==> config.mk <==
export PLATFORM = sky130hd
export DESIGN_NAME = mul_arbiter_flat
export DESIGN_NICKNAME = d
export VERILOG_FILES = /design/src/rtl/mul_arbiter_if.sv /design/src/rtl/mul_arbiter.sv /design/src/flat_wrapper.sv
export SDC_FILE = /design/constraint.sdc
export NUM_CORES = 1
export LEC_CHECK = 0
export BUFFER_PORTS_ARGS = -buffer_cell sky130_fd_sc_hd__buf_4
export CORE_AREA = 5 5 256 258
export CTS_CLUSTER_DIAMETER = 80
export DETAILED_ROUTE_END_ITERATION = 8
export DIE_AREA = 0 0 261 263
export GPL_TIMING_DRIVEN = 1
export PLACE_DENSITY_LB_ADDON = 0.2
export SLEW_MARGIN = 20
export SYNTH_ARGS = -nofsm -noshare
export SYNTH_HDL_FRONTEND = slang
export SYNTH_SLANG_ARGS = --single-unit
==> constraint.sdc <==
create_clock -name clk -period 1.93 [get_ports clk]
set_input_delay 0.193 -clock clk [delete_from_list [all_inputs] [get_ports clk]]
set_output_delay 0.193 -clock clk [all_outputs]
set_load 0.05 [all_outputs]
==> src/rtl/mul_arbiter_if.sv <==
// Bundle between the requesters, the arbiter and the shared multiplier core.
// The slave modport is the arbiter's view; the master modport is the view of
// whatever drives the requesters and models the multiplier.
interface mul_arbiter_if #(
  parameter int N      = 4,
  parameter int A1_LEN = 32,
  parameter int A2_LEN = 32
);
  localparam int PW = A1_LEN + A2_LEN;

  // requester side
  logic [N-1:0]        req_arm;
  logic [N*A1_LEN-1:0] req_a1;
  logic [N*A2_LEN-1:0] req_a2;
  logic [N*PW-1:0]     req_outn;
  logic [N-1:0]        req_fin;
  logic [N-1:0]        req_err;

  // shared multiplier side
  logic                mul_arm;
  logic [A1_LEN-1:0]   mul_a1;
  logic [A2_LEN-1:0]   mul_a2;
  logic [PW-1:0]       mul_outn;
  logic                mul_fin;

  modport slave (
    input  req_arm, req_a1, req_a2, mul_outn, mul_fin,
    output req_outn, req_fin, req_err, mul_arm, mul_a1, mul_a2
  );

  modport master (
    output req_arm, req_a1, req_a2, mul_outn, mul_fin,
    input  req_outn, req_fin, req_err, mul_arm, mul_a1, mul_a2
  );
endinterface

==> src/rtl/mul_arbiter.sv <==
// Round-robin arbiter sharing one sequential arm/fin multiplier among N
// requesters. Each requester gets a private product register and fin flag.
// Optional feature: define MUL_ARB_TIMEOUT_EN to abort an operation that has
// been in RUN for TIMEOUT cycles without mul_fin and flag it on req_err.
module mul_arbiter #(
  parameter int N       = 4,
  parameter int A1_LEN  = 32,
  parameter int A2_LEN  = 32,
  parameter int TIMEOUT = 80
) (
  input  logic          clk,
  input  logic          rst,
  mul_arbiter_if.slave  bus
);
  localparam int PW = A1_LEN + A2_LEN;
  localparam int GW = (N > 1) ? $clog2(N) : 1;
  localparam logic [GW-1:0] LAST_RST = GW'(N - 1);

  // Reject configurations outside the supported range at elaboration.
  if ((N < 2) || (N > 8) || (TIMEOUT < 1)) begin : g_param_chk
    $error("mul_arbiter: N must be 2..8 and TIMEOUT >= 1");
  end

  typedef enum logic [1:0] {
    ST_IDLE = 2'd0,
    ST_RUN  = 2'd1,
    ST_REL  = 2'd2
  } state_e;

  state_e            state_q, state_d;
  logic [GW-1:0]     grant_q, grant_d;
  logic [GW-1:0]     last_q, last_d;
  logic              mul_arm_q, mul_arm_d;
  logic [A1_LEN-1:0] mul_a1_q, mul_a1_d;
  logic [A2_LEN-1:0] mul_a2_q, mul_a2_d;
  logic [N-1:0]      req_fin_q, req_fin_d;
  logic [PW-1:0]     outn_q [N];
  logic [PW-1:0]     outn_d [N];

`ifdef MUL_ARB_TIMEOUT_EN
  localparam int CW = $clog2(TIMEOUT + 1);
  localparam logic [CW-1:0] TMO_LAST = CW'(TIMEOUT - 1);
  logic [N-1:0]      req_err_q, req_err_d;
  logic [CW-1:0]     tmo_q, tmo_d;
`endif

  logic [A1_LEN-1:0] a1_arr [N];
  logic [A2_LEN-1:0] a2_arr [N];
  logic [N-1:0]      eligible_s;
  logic [GW-1:0]     pick_s;
  logic              pick_vld_s;

  // Unpack operand buses per requester and flatten product registers.
  for (genvar gi = 0; gi < N; gi++) begin : g_slices
    assign a1_arr[gi] = bus.req_a1[gi*A1_LEN +: A1_LEN];
    assign a2_arr[gi] = bus.req_a2[gi*A2_LEN +: A2_LEN];
    assign bus.req_outn[gi*PW +: PW] = outn_q[gi];
  end

  // A requester may compete only while armed with no pending fin or error.
`ifdef MUL_ARB_TIMEOUT_EN
  assign eligible_s = bus.req_arm & ~req_fin_q & ~req_err_q;
`else
  assign eligible_s = bus.req_arm & ~req_fin_q;
`endif

  // Round-robin scan starting just after the last granted requester.
  always_comb begin
    logic [GW-1:0] idx_v;
    pick_vld_s = 1'b0;
    pick_s     = last_q;
    idx_v      = last_q;
    for (int k = 1; k <= N; k++) begin
      idx_v = GW'((int'(last_q) + k) % N);
      if (!pick_vld_s && eligible_s[idx_v]) begin
        pick_vld_s = 1'b1;
        pick_s     = idx_v;
      end else begin
        pick_vld_s = pick_vld_s;
      end
    end
  end

  // Next-state and next-output computation for the grant FSM.
  always_comb begin
    state_d   = state_q;
    grant_d   = grant_q;
    last_d    = last_q;
    mul_arm_d = mul_arm_q;
    mul_a1_d  = mul_a1_q;
    mul_a2_d  = mul_a2_q;
    outn_d    = outn_q;
    // A fin is released on the first edge its arm is seen low, in any state.
    req_fin_d = req_fin_q & bus.req_arm;
`ifdef MUL_ARB_TIMEOUT_EN
    req_err_d = req_err_q & bus.req_arm;
    tmo_d     = tmo_q;
`endif
    case (state_q)
      ST_IDLE: begin
        if (pick_vld_s) begin
          grant_d   = pick_s;
          last_d    = pick_s;
          mul_a1_d  = a1_arr[pick_s];
          mul_a2_d  = a2_arr[pick_s];
          mul_arm_d = 1'b1;
`ifdef MUL_ARB_TIMEOUT_EN
          tmo_d     = '0;
`endif
          state_d   = ST_RUN;
        end else begin
          mul_arm_d = 1'b0;
        end
      end
      ST_RUN: begin
        mul_arm_d = 1'b1;
        mul_a1_d  = a1_arr[grant_q];
        mul_a2_d  = a2_arr[grant_q];
        // Abort wins over a coincident mul_fin: the requester no longer wants it.
        if (!bus.req_arm[grant_q]) begin
          mul_arm_d = 1'b0;
          state_d   = ST_REL;
        end else if (bus.mul_fin) begin
          outn_d[grant_q]    = bus.mul_outn;
          req_fin_d[grant_q] = 1'b1;
          mul_arm_d          = 1'b0;
          state_d            = ST_REL;
`ifdef MUL_ARB_TIMEOUT_EN
        end else if (tmo_q == TMO_LAST) begin
          req_err_d[grant_q] = 1'b1;
          mul_arm_d          = 1'b0;
          state_d            = ST_REL;
        end else begin
          tmo_d = tmo_q + CW'(1);
        end
`else
        end else begin
          state_d = ST_RUN;
        end
`endif
      end
      ST_REL: begin
        // One low cycle lets the core clear its internal counter.
        mul_arm_d = 1'b0;
        state_d   = ST_IDLE;
      end
      default: begin
        mul_arm_d = 1'b0;
        state_d   = ST_IDLE;
      end
    endcase
  end

  // State and output registers with synchronous reset.
  always_ff @(posedge clk) begin
    if (rst) begin
      state_q   <= ST_IDLE;
      grant_q   <= '0;
      last_q    <= LAST_RST;
      mul_arm_q <= 1'b0;
      mul_a1_q  <= '0;
      mul_a2_q  <= '0;
      req_fin_q <= '0;
      outn_q    <= '{default: '0};
`ifdef MUL_ARB_TIMEOUT_EN
      req_err_q <= '0;
      tmo_q     <= '0;
`endif
    end else begin
      state_q   <= state_d;
      grant_q   <= grant_d;
      last_q    <= last_d;
      mul_arm_q <= mul_arm_d;
      mul_a1_q  <= mul_a1_d;
      mul_a2_q  <= mul_a2_d;
      req_fin_q <= req_fin_d;
      outn_q    <= outn_d;
`ifdef MUL_ARB_TIMEOUT_EN
      req_err_q <= req_err_d;
      tmo_q     <= tmo_d;
`endif
    end
  end

  assign bus.mul_arm = mul_arm_q;
  assign bus.mul_a1  = mul_a1_q;
  assign bus.mul_a2  = mul_a2_q;
  assign bus.req_fin = req_fin_q;
`ifdef MUL_ARB_TIMEOUT_EN
  assign bus.req_err = req_err_q;
`else
  assign bus.req_err = '0;
`endif
endmodule

==> src/flat_wrapper.sv <==
// flat-port wrapper written by rule: the top's interface ports become plain ports
module mul_arbiter_flat 
#(
  parameter int N       = 4,
  parameter int A1_LEN  = 32,
  parameter int A2_LEN  = 32,
  parameter int TIMEOUT = 80
)
  (clk, rst, bus_req_arm, bus_req_a1, bus_req_a2, bus_mul_outn, bus_mul_fin, bus_req_outn, bus_req_fin, bus_req_err, bus_mul_arm, bus_mul_a1, bus_mul_a2);
  mul_arbiter_if #(.N(N), .A1_LEN(A1_LEN), .A2_LEN(A2_LEN)) bus_i ();
  input  logic clk;
  input  logic rst;
  input wire logic [$bits(bus_i.req_arm)-1:0] bus_req_arm;
  input wire logic [$bits(bus_i.req_a1)-1:0] bus_req_a1;
  input wire logic [$bits(bus_i.req_a2)-1:0] bus_req_a2;
  input wire logic [$bits(bus_i.mul_outn)-1:0] bus_mul_outn;
  input wire logic [$bits(bus_i.mul_fin)-1:0] bus_mul_fin;
  output wire logic [$bits(bus_i.req_outn)-1:0] bus_req_outn;
  output wire logic [$bits(bus_i.req_fin)-1:0] bus_req_fin;
  output wire logic [$bits(bus_i.req_err)-1:0] bus_req_err;
  output wire logic [$bits(bus_i.mul_arm)-1:0] bus_mul_arm;
  output wire logic [$bits(bus_i.mul_a1)-1:0] bus_mul_a1;
  output wire logic [$bits(bus_i.mul_a2)-1:0] bus_mul_a2;
  assign bus_i.req_arm = bus_req_arm;
  assign bus_i.req_a1 = bus_req_a1;
  assign bus_i.req_a2 = bus_req_a2;
  assign bus_i.mul_outn = bus_mul_outn;
  assign bus_i.mul_fin = bus_mul_fin;
  assign bus_req_outn = bus_i.req_outn;
  assign bus_req_fin = bus_i.req_fin;
  assign bus_req_err = bus_i.req_err;
  assign bus_mul_arm = bus_i.mul_arm;
  assign bus_mul_a1 = bus_i.mul_a1;
  assign bus_mul_a2 = bus_i.mul_a2;
  mul_arbiter #(.N(N), .A1_LEN(A1_LEN), .A2_LEN(A2_LEN), .TIMEOUT(TIMEOUT)) u_core (.clk(clk), .rst(rst), .bus(bus_i));
endmodule
==> summary.txt, run 1 <==
Outcome
  – Status: finished with violations
  – Violated checks: setup timing

Floorplan
  – Core area: 62740 sq um
  – Die footprint: 68640 sq um
  – Die width: 261 um
  – Core Rows: 92
  – Initial core utilization: 26.15%
  – Die height: 263 um
  – IO Pins: 656

Placement
  – Placed insts: 3407
  – DP Wirelength: 56.95 mm
  – GPL Wtd Cong: 0.8684
  – Placed inst area: 22950 sq um
  – PortBufs: 651

Synth
  – Post-synth top area share: 40.40%
  – Main flop type after synthesis: dfxtp_1
  – Synth cell count leaders: 582 x nand2_1, 331 x dfxtp_1, 327 x a21oi_1
  – Post-synth EDFFs: 0
  – Synth area leader: dfxtp_1
  – FFs w/ async S/R, synth: 0%
  – Top post-synthesis cells by area: dfxtp_1 40%, nand2_1 13%, o211ai_1 10%
  – Post-Syn Area per Cell: 8.198 sq um
  – Seq/Total Area, Yosys: 40.40%
  – Most common cell in the netlist: nand2_1
  – Distinct cells, synth: 44
  – Mapped Area: 16400 sq um
  – #FFs+latches synth: 331
  – Synth Warn #: 0
  – Cell count after synthesis: 2001

Global routing
  – GRT Overall Usage: 22.69%
  – Vias in the first global route: 18410
  – Pin count of the biggest net entering global routing: 129
  – First-pass GRT wire length: 122.1 mm
  – Initial antenna violation count: 13
  – Grt ovf: 0

STA
  – Fin crit share: 101.3%
  – Relative slew slack: 61.03%
  – Final WS setup: -24.63 ps
  – Final setup fails: 3
  – WHS: 31.17 ps
  – RSZ-0062 raised after global routing: yes
  – Layout Skew: 19.93 ps
  – Worst slew pin tran: 584.6 ps
  – Fin. max-slew vios: 0
  – Final hold vios: 0
  – Fin Setup TNS: -36.85 ps
  – Max Fclk: 511.6 MHz
  – Fin crit period: 1955 ps

Worst setup path
  – R2R depth: 6
  – Critical-path cell list: buf_4 -> clkbuf_16 -> mux4_2 -> nand2_1 -> a21oi_1 -> a32o_1
  – Kind of critical path: reg -> reg
  – Worst setup SP type: register
  – Top cell family by delay on the critical path: buffers and inverters
  – Critical R2R Capture: u_core.bus.mul_a2[30]
  – CP max-delay cell: mux4_2
  – R2R Path Start: u_core.grant_q[0]
  – Critical path's largest stage delay: 500 ps
  – Buf+Inv Stages, Crit Path: 2
  – Setup crit end kind: register
  – Internal reg-to-reg setup slack: -20 ps
  – CP required: 2390 ps
  – Crit Path Max Fanout: 13
  – Crit path DAT: 2420 ps

Power and ir drop
  – VDD IR-drop max: 676.0 uV
  – Leak Pwr: 0.01082 uW
  – Cell Pwr Density: 932.9 nW/um^2

Job
  – Max-cap viol count: 0

Finish
  – Final core utilization: 42.89%
  – Layout cell share with drive strength beyond 1: 39.70%
  – Non-Filler Cell Area, Final: 26910 sq um
  – Final nets: 3063
  – Layout Area Growth over Synthesis: 64.03%
  – Final Non-Filler Cells: 3624

Drt
  – DR WL/cell: 24.15 um
  – 1st-pass router iterations: 5
  – DRT antenna net count: 0
  – Post-detailed-routing wire length: 87.52 mm
  – DRC viols: 0
  – DR vias/cell: 5.200
  – DRT iter0 DRCs: 1729
  – Via Count: 18850

Min path
  – Tightest Hold Check Type: in -> reg
  – Hold depth: 4
  – Endpoint, Worst Hold: u_core.bus.mul_a2[19]
  – Hold path start: bus_req_a2[19]

Clocking
  – H-tree levels: 2
  – CTS max path bufs: 3
  – CTS buffer count: 42
  – Clock Sinks: 331
  – CTS tree: built
  – Register clock-pin slew on the reported worst setup and hold paths: 60 ps
  – Clock latency on the worst-skew pair: 580 ps
  – Clock tree root buffer cell: clkbuf_16
[where the power goes]
part / internal (uW) / switching, uW / total [uW]
clock: 5140 / 3490 / 8630
combinational: 3820 / 5110 / 8930
sequential: 7250 / 290 / 7540
[registers in the layout, summed over array words and instances, names as in the netlist]
name                 cells
u_core.last_q            2
u_core.bus.req_fin       4
u_core.bus.mul_a2       32
u_core.bus.mul_arm       1
u_core.bus.mul_a1       32
u_core.grant_q           2
u_core.state_q           2
u_core.bus.req_outn    256
[worst min-delay path, stage by stage]
cell and delay, ps:
buf_4 80, o211ai_1 90, o211ai_2 70, a32o_1 140
[cells by family (layout without fill, tap and decap cells)]
| logic type | Yosys count | after routing | share of synthesized area, % |
|---|---|---|---|
| AO/OA/AOI/OAI | 661 | 661 | 27.41 |
| buffers and inverters | 332 | 1096 | 8.749 |
| flip-flops | 331 | 331 | 40.40 |
| multiplexers | 65 | 65 | 8.924 |
| other | 1 | 14 | 0.02286 |
| AND/OR/NAND/NOR | 611 | 611 | 14.50 |
[layout by cell type (no fill, tap or decap), drive strengths merged, types with 3 or more instances in the layout]
| master | netlist | final |
|---|---|---|
| diode | 0 | 10 |
| a21oi | 327 | 327 |
| mux4 | 65 | 65 |
| bufinv | 0 | 6 |
| clkinvlp | 0 | 3 |
| nor2b | 3 | 3 |
| a211oi | 4 | 4 |
| nand3 | 3 | 3 |
| nand2 | 582 | 582 |
| o211ai | 256 | 256 |
| conb | 1 | 4 |
| nor3b | 3 | 3 |
| nand2b | 5 | 5 |
| clkbuf | 101 | 74 |
| nor2 | 4 | 4 |
| dlygate4sd3 | 0 | 76 |
| a32o | 64 | 64 |
| dfxtp | 331 | 331 |
| buf | 102 | 793 |
| inv | 129 | 133 |
| clkinv | 0 | 10 |
[timing repair]
item                                    in CTS  in global routing
cloned                                      12                 22
pin swaps                                   17                123
setup buffers                               12                 10
endpoints found under the setup margin     139                274
hold buffers                                77                  0
resized for setup                           24                145
endpoints found under the hold margin      272                  0
[metal layers]
metal | up-vias | part of all wire, % | track usage (%) | wire [um]
li1 | 8534 | - | - | -
met1 | 9225 | 39 | 27.63 | 33820
met2 | 904 | 49 | 38.18 | 42540
met3 | 177 | 9.2 | 6.871 | 8072
met4 | 6 | 3.5 | 7.727 | 3049
met5 | - | 0.039 | 0 | 34
[layout make-up]
type                            instances  area [sq um]
Antenna cell                           10         25.02
Clock buffer                           53          1154
Clock inverter                         23         365.4
Fill cell                            6188         35830
Inverter                              129         486.7
Multi-Input combinational cell       1341          8841
Sequential cell                       331          6644
Tap cell                              846          1059
Timing Repair Buffer                  891          8332
[worst max-delay path by stage]
stage / start / endpoint / slack [ps] / cells past startpoint
6_report: u_core.grant_q[0] / u_core.bus.mul_a2[30] / -20 / 6
5_1_grt: u_core.last_q[0] / u_core.bus.mul_a1[0] / -70 / 7
4_1_cts: u_core.bus.req_fin[3] / u_core.bus.mul_a1[17] / -50 / 8
3_5_place_dp: bus_req_arm[1] / u_core.bus.mul_a1[12] / -150 / 7
3_3_place_gp: bus_req_arm[1] / u_core.bus.mul_a1[10] / -90 / 7
2_1_floorplan: u_core.bus.req_fin[2] / u_core.bus.mul_a2[10] / 0.4 / 7
[per-stage QoR]
stage               power [uW]  setup WS, ps
floorplan                12130        0.4180
global placement         15000        -91.24
detailed placement       15130        -153.7
CTS                      24560        -52.28
global route             25980        -70.13
finish                   25100        -24.63
(Power assumes the default switching activity.)
==> run 2: changes to the inputs <==
PLACE_DENSITY = 0.59   (was default)
PLACE_DENSITY_LB_ADDON = default   (was 0.2)
==> run 2 against run 1 <==
Effect of this change:
- critical endpoint is now u_core.bus.req_outn[32]
- largest power group unchanged
- the run still ends with setup timing left
- setup slack improved by 14 ps
- utilization is 1.1 points lower
- die area unchanged
- routed wire length shrank 3.3%
- combinational power down 6.5%
- highest routed layer unchanged
- first-iteration DRC count up 0.52%
==> summary.txt, run 2 (synthesis results as in run 1) <==
Floorplan
  – Core area: 62740 sq um (unchanged)
  – Initial core utilization: 26.15% (unchanged)
  – IO Pins: 656 (unchanged)
  – Die footprint: 68640 sq um (unchanged)
  – Core Rows: 92 (unchanged)
  – Die height: 263 um (unchanged)
  – Die width: 261 um (unchanged)

Drt
  – DR vias/cell: 5.293 (was 5.200)
  – DRT antenna net count: 0 (unchanged)
  – DRC viols: 0 (unchanged)
  – 1st-pass router iterations: 8 (was 5)
  – DRT iter0 DRCs: 1738 (was 1729)
  – Post-detailed-routing wire length: 84.67 mm (was 87.52 mm)
  – Via Count: 18950 (was 18850)
  – DR WL/cell: 23.65 um (was 24.15 um)

Clocking
  – H-tree levels: 2 (unchanged)
  – Clock latency on the worst-skew pair: 580 ps (about the same)
  – CTS tree: built (unchanged)
  – Register clock-pin slew on the reported worst setup and hold paths: 60 ps (about the same)
  – CTS max path bufs: 3 (unchanged)
  – CTS buffer count: 41 (was 42)
  – Clock Sinks: 331 (unchanged)
  – Clock tree root buffer cell: clkbuf_16 (unchanged)

Job
  – Max-cap viol count: 0 (unchanged)

Finish
  – Final Non-Filler Cells: 3581 (was 3624)
  – Max reg flops: 256 (unchanged)
  – Leading cell type in the layout, fill and taps excluded: buf_4 (unchanged)
  – Final nets: 3026 (was 3063)
  – Layout cell share with drive strength beyond 1: 38.77% (was 39.70%)
  – Layout Area Growth over Synthesis: 60.00% (was 64.03%)
  – Most frequent cells in the layout: 687 x buf_4, 554 x nand2_1, 323 x dfxtp_1 (was 704 x buf_4, 550 x nand2_1, 323 x dfxtp_1)
  – Final core utilization: 41.83% (was 42.89%)

Worst setup path
  – Kind of critical path: reg -> reg (unchanged)
  – Worst setup SP type: register (unchanged)
  – Crit path DAT: 2350 ps (was 2420 ps)
  – Crit Path Max Fanout: 7 (was 13)
  – Setup crit end kind: register (unchanged)
  – CP required: 2340 ps (was 2390 ps)

Placement
  – DP Wirelength: 53.41 mm (was 56.95 mm)
  – PortBufs: 651 (unchanged)
  – GPL Wtd Cong: 0.8500 (was 0.8684)
  – Placed insts: 3377 (was 3407)

Power and ir drop
  – Pint: 15120 uW (was 16220 uW)
  – VDD IR-drop max: 557.7 uV (was 676.0 uV)
  – Sw Pwr: 8417 uW (was 8885 uW)
  – Cell Pwr Density: 896.7 nW/um^2 (was 932.9 nW/um^2)
  – Sw frac: 35.77% (was 35.40%)
  – Seq pwr share: 32.1% (was 30.1%)
  – Clock power share: 32.4% (was 34.4%)
  – Leak Pwr: 0.01049 uW (was 0.01082 uW)
  – Comb power frac: 35.5% (was 35.6%)

STA
  – Final setup fails: 16 (was 3)
  – Layout Skew: 21.34 ps (was 19.93 ps)
  – Fin crit share: 100.6% (was 101.3%)
  – Fin Setup TNS: -78.44 ps (was -36.85 ps)
  – Relative slew slack: 41.69% (was 61.03%)
  – Fin. max-slew vios: 0 (unchanged)
  – Final WS setup: -11.03 ps (was -24.63 ps)
  – RSZ-0062 raised after global routing: yes (unchanged)
  – Fin crit period: 1941 ps (was 1955 ps)
  – Worst slew pin tran: 874.7 ps (was 584.6 ps)
  – Max Fclk: 515.2 MHz (was 511.6 MHz)
  – Final hold vios: 0 (unchanged)

Global routing
  – Initial antenna violation count: 14 (was 13)
  – Vias in the first global route: 18600 (was 18410)
  – Pin count of the biggest net entering global routing: 165 (was 129)
  – GRT Overall Usage: 21.21% (was 22.69%)
  – Grt ovf: 0 (unchanged)
  – First-pass GRT wire length: 115.6 mm (was 122.1 mm)

Outcome
  – Status: finished with violations (unchanged)
  – Violated checks: setup timing (unchanged)

Min path
  – Tightest Hold Check Type: in -> reg (unchanged)
-- run 2: changes by cell type in the layout (fill, tap and decap cells not counted), sizes merged --
cell,previous run,this run
bufinv,6,2
dlygate4sd3,76,69
buf,793,756
clkinvlp,3,4
clkinv,10,7
diode,10,11
bufbuf,0,1
clkbuf,74,79
-- run 2: worst max-delay path, stage by stage (launching register included) --
cell and delay [ps]:
dfxtp_4 390, mux4_2 540, nand3_2 100, buf_6 120, nor3_4 50, buf_6 140
buf_12 150, buf_12 150, nand2_1 80, a21oi_1 70
-- run 2: timing repair --
item,CTS,global route
pin swaps,6,85
hold endpoints to repair,267,0
hold buffers,70,0
endpoints found under the setup margin,129,290
buffers inserted,6,14
cloned,5,30
gates resized for setup,18,119
-- run 2: metrics by stage --
step                      setup WS (ps)  area, sq um  power, uW  hold WS (ps)
final                            -11.03        26250      23530         46.49
after global routing             -115.4        26240      24410         21.29
after detailed placement         -52.50        22620      14980         446.8
after global placement           -69.90        22620      14840         442.9
after CTS                        -15.38        24940      23030         9.730
after floorplan                  0.4180        16420      12130         325.9
-- run 2: area by class of cell --
type	instances	area (sq um)
diodes	11	27.53
clock buffers	51	1104
clock inverters	17	210.2
fillers	6136	36490
inverters	129	484.2
multi-input cells	1341	8792
flip-flops and latches	331	6646
well taps	846	1059
repair buffers	855	7923
-- run 2: path summary, 6_finish.rpt --
| kind | startpoint | to | slack [ps] | cells after the start |
|---|---|---|---|---|
| max reg2reg | u_core.grant_q[0] | u_core.bus.req_outn[32] | -10 | 9 |
| min reg2reg | u_core.bus.req_outn[200] | u_core.bus.req_outn[200] | 450 | 2 |
| min | bus_req_a2[72] | u_core.bus.mul_a2[8] | 50 | 4 |
| max | u_core.grant_q[0] | u_core.bus.req_outn[32] | -10 | 9 |
-- run 2: power by group through the flow --
stage,sequential [uW],combinational [uW],clock (uW)
final,7550,8350,7630
after global routing,7580,8740,8090
after CTS,7540,7680,7810
after detailed placement,7680,7300,0
after global placement,7670,7180,0
after floorplan,8960,3170,0
-- run 2: metal layers --
metal  GRT usage (%)  vias to the layer above  wire [um]  part of all wire (%)
met2           35.40                     1183      40630                    48
met1           25.06                     9093      31010                    37
met4           9.020                        6       3627                   4.3
met3           6.823                      221       9369                    11
met5               0                        -         33                 0.039
li1                -                     8451          -                     -
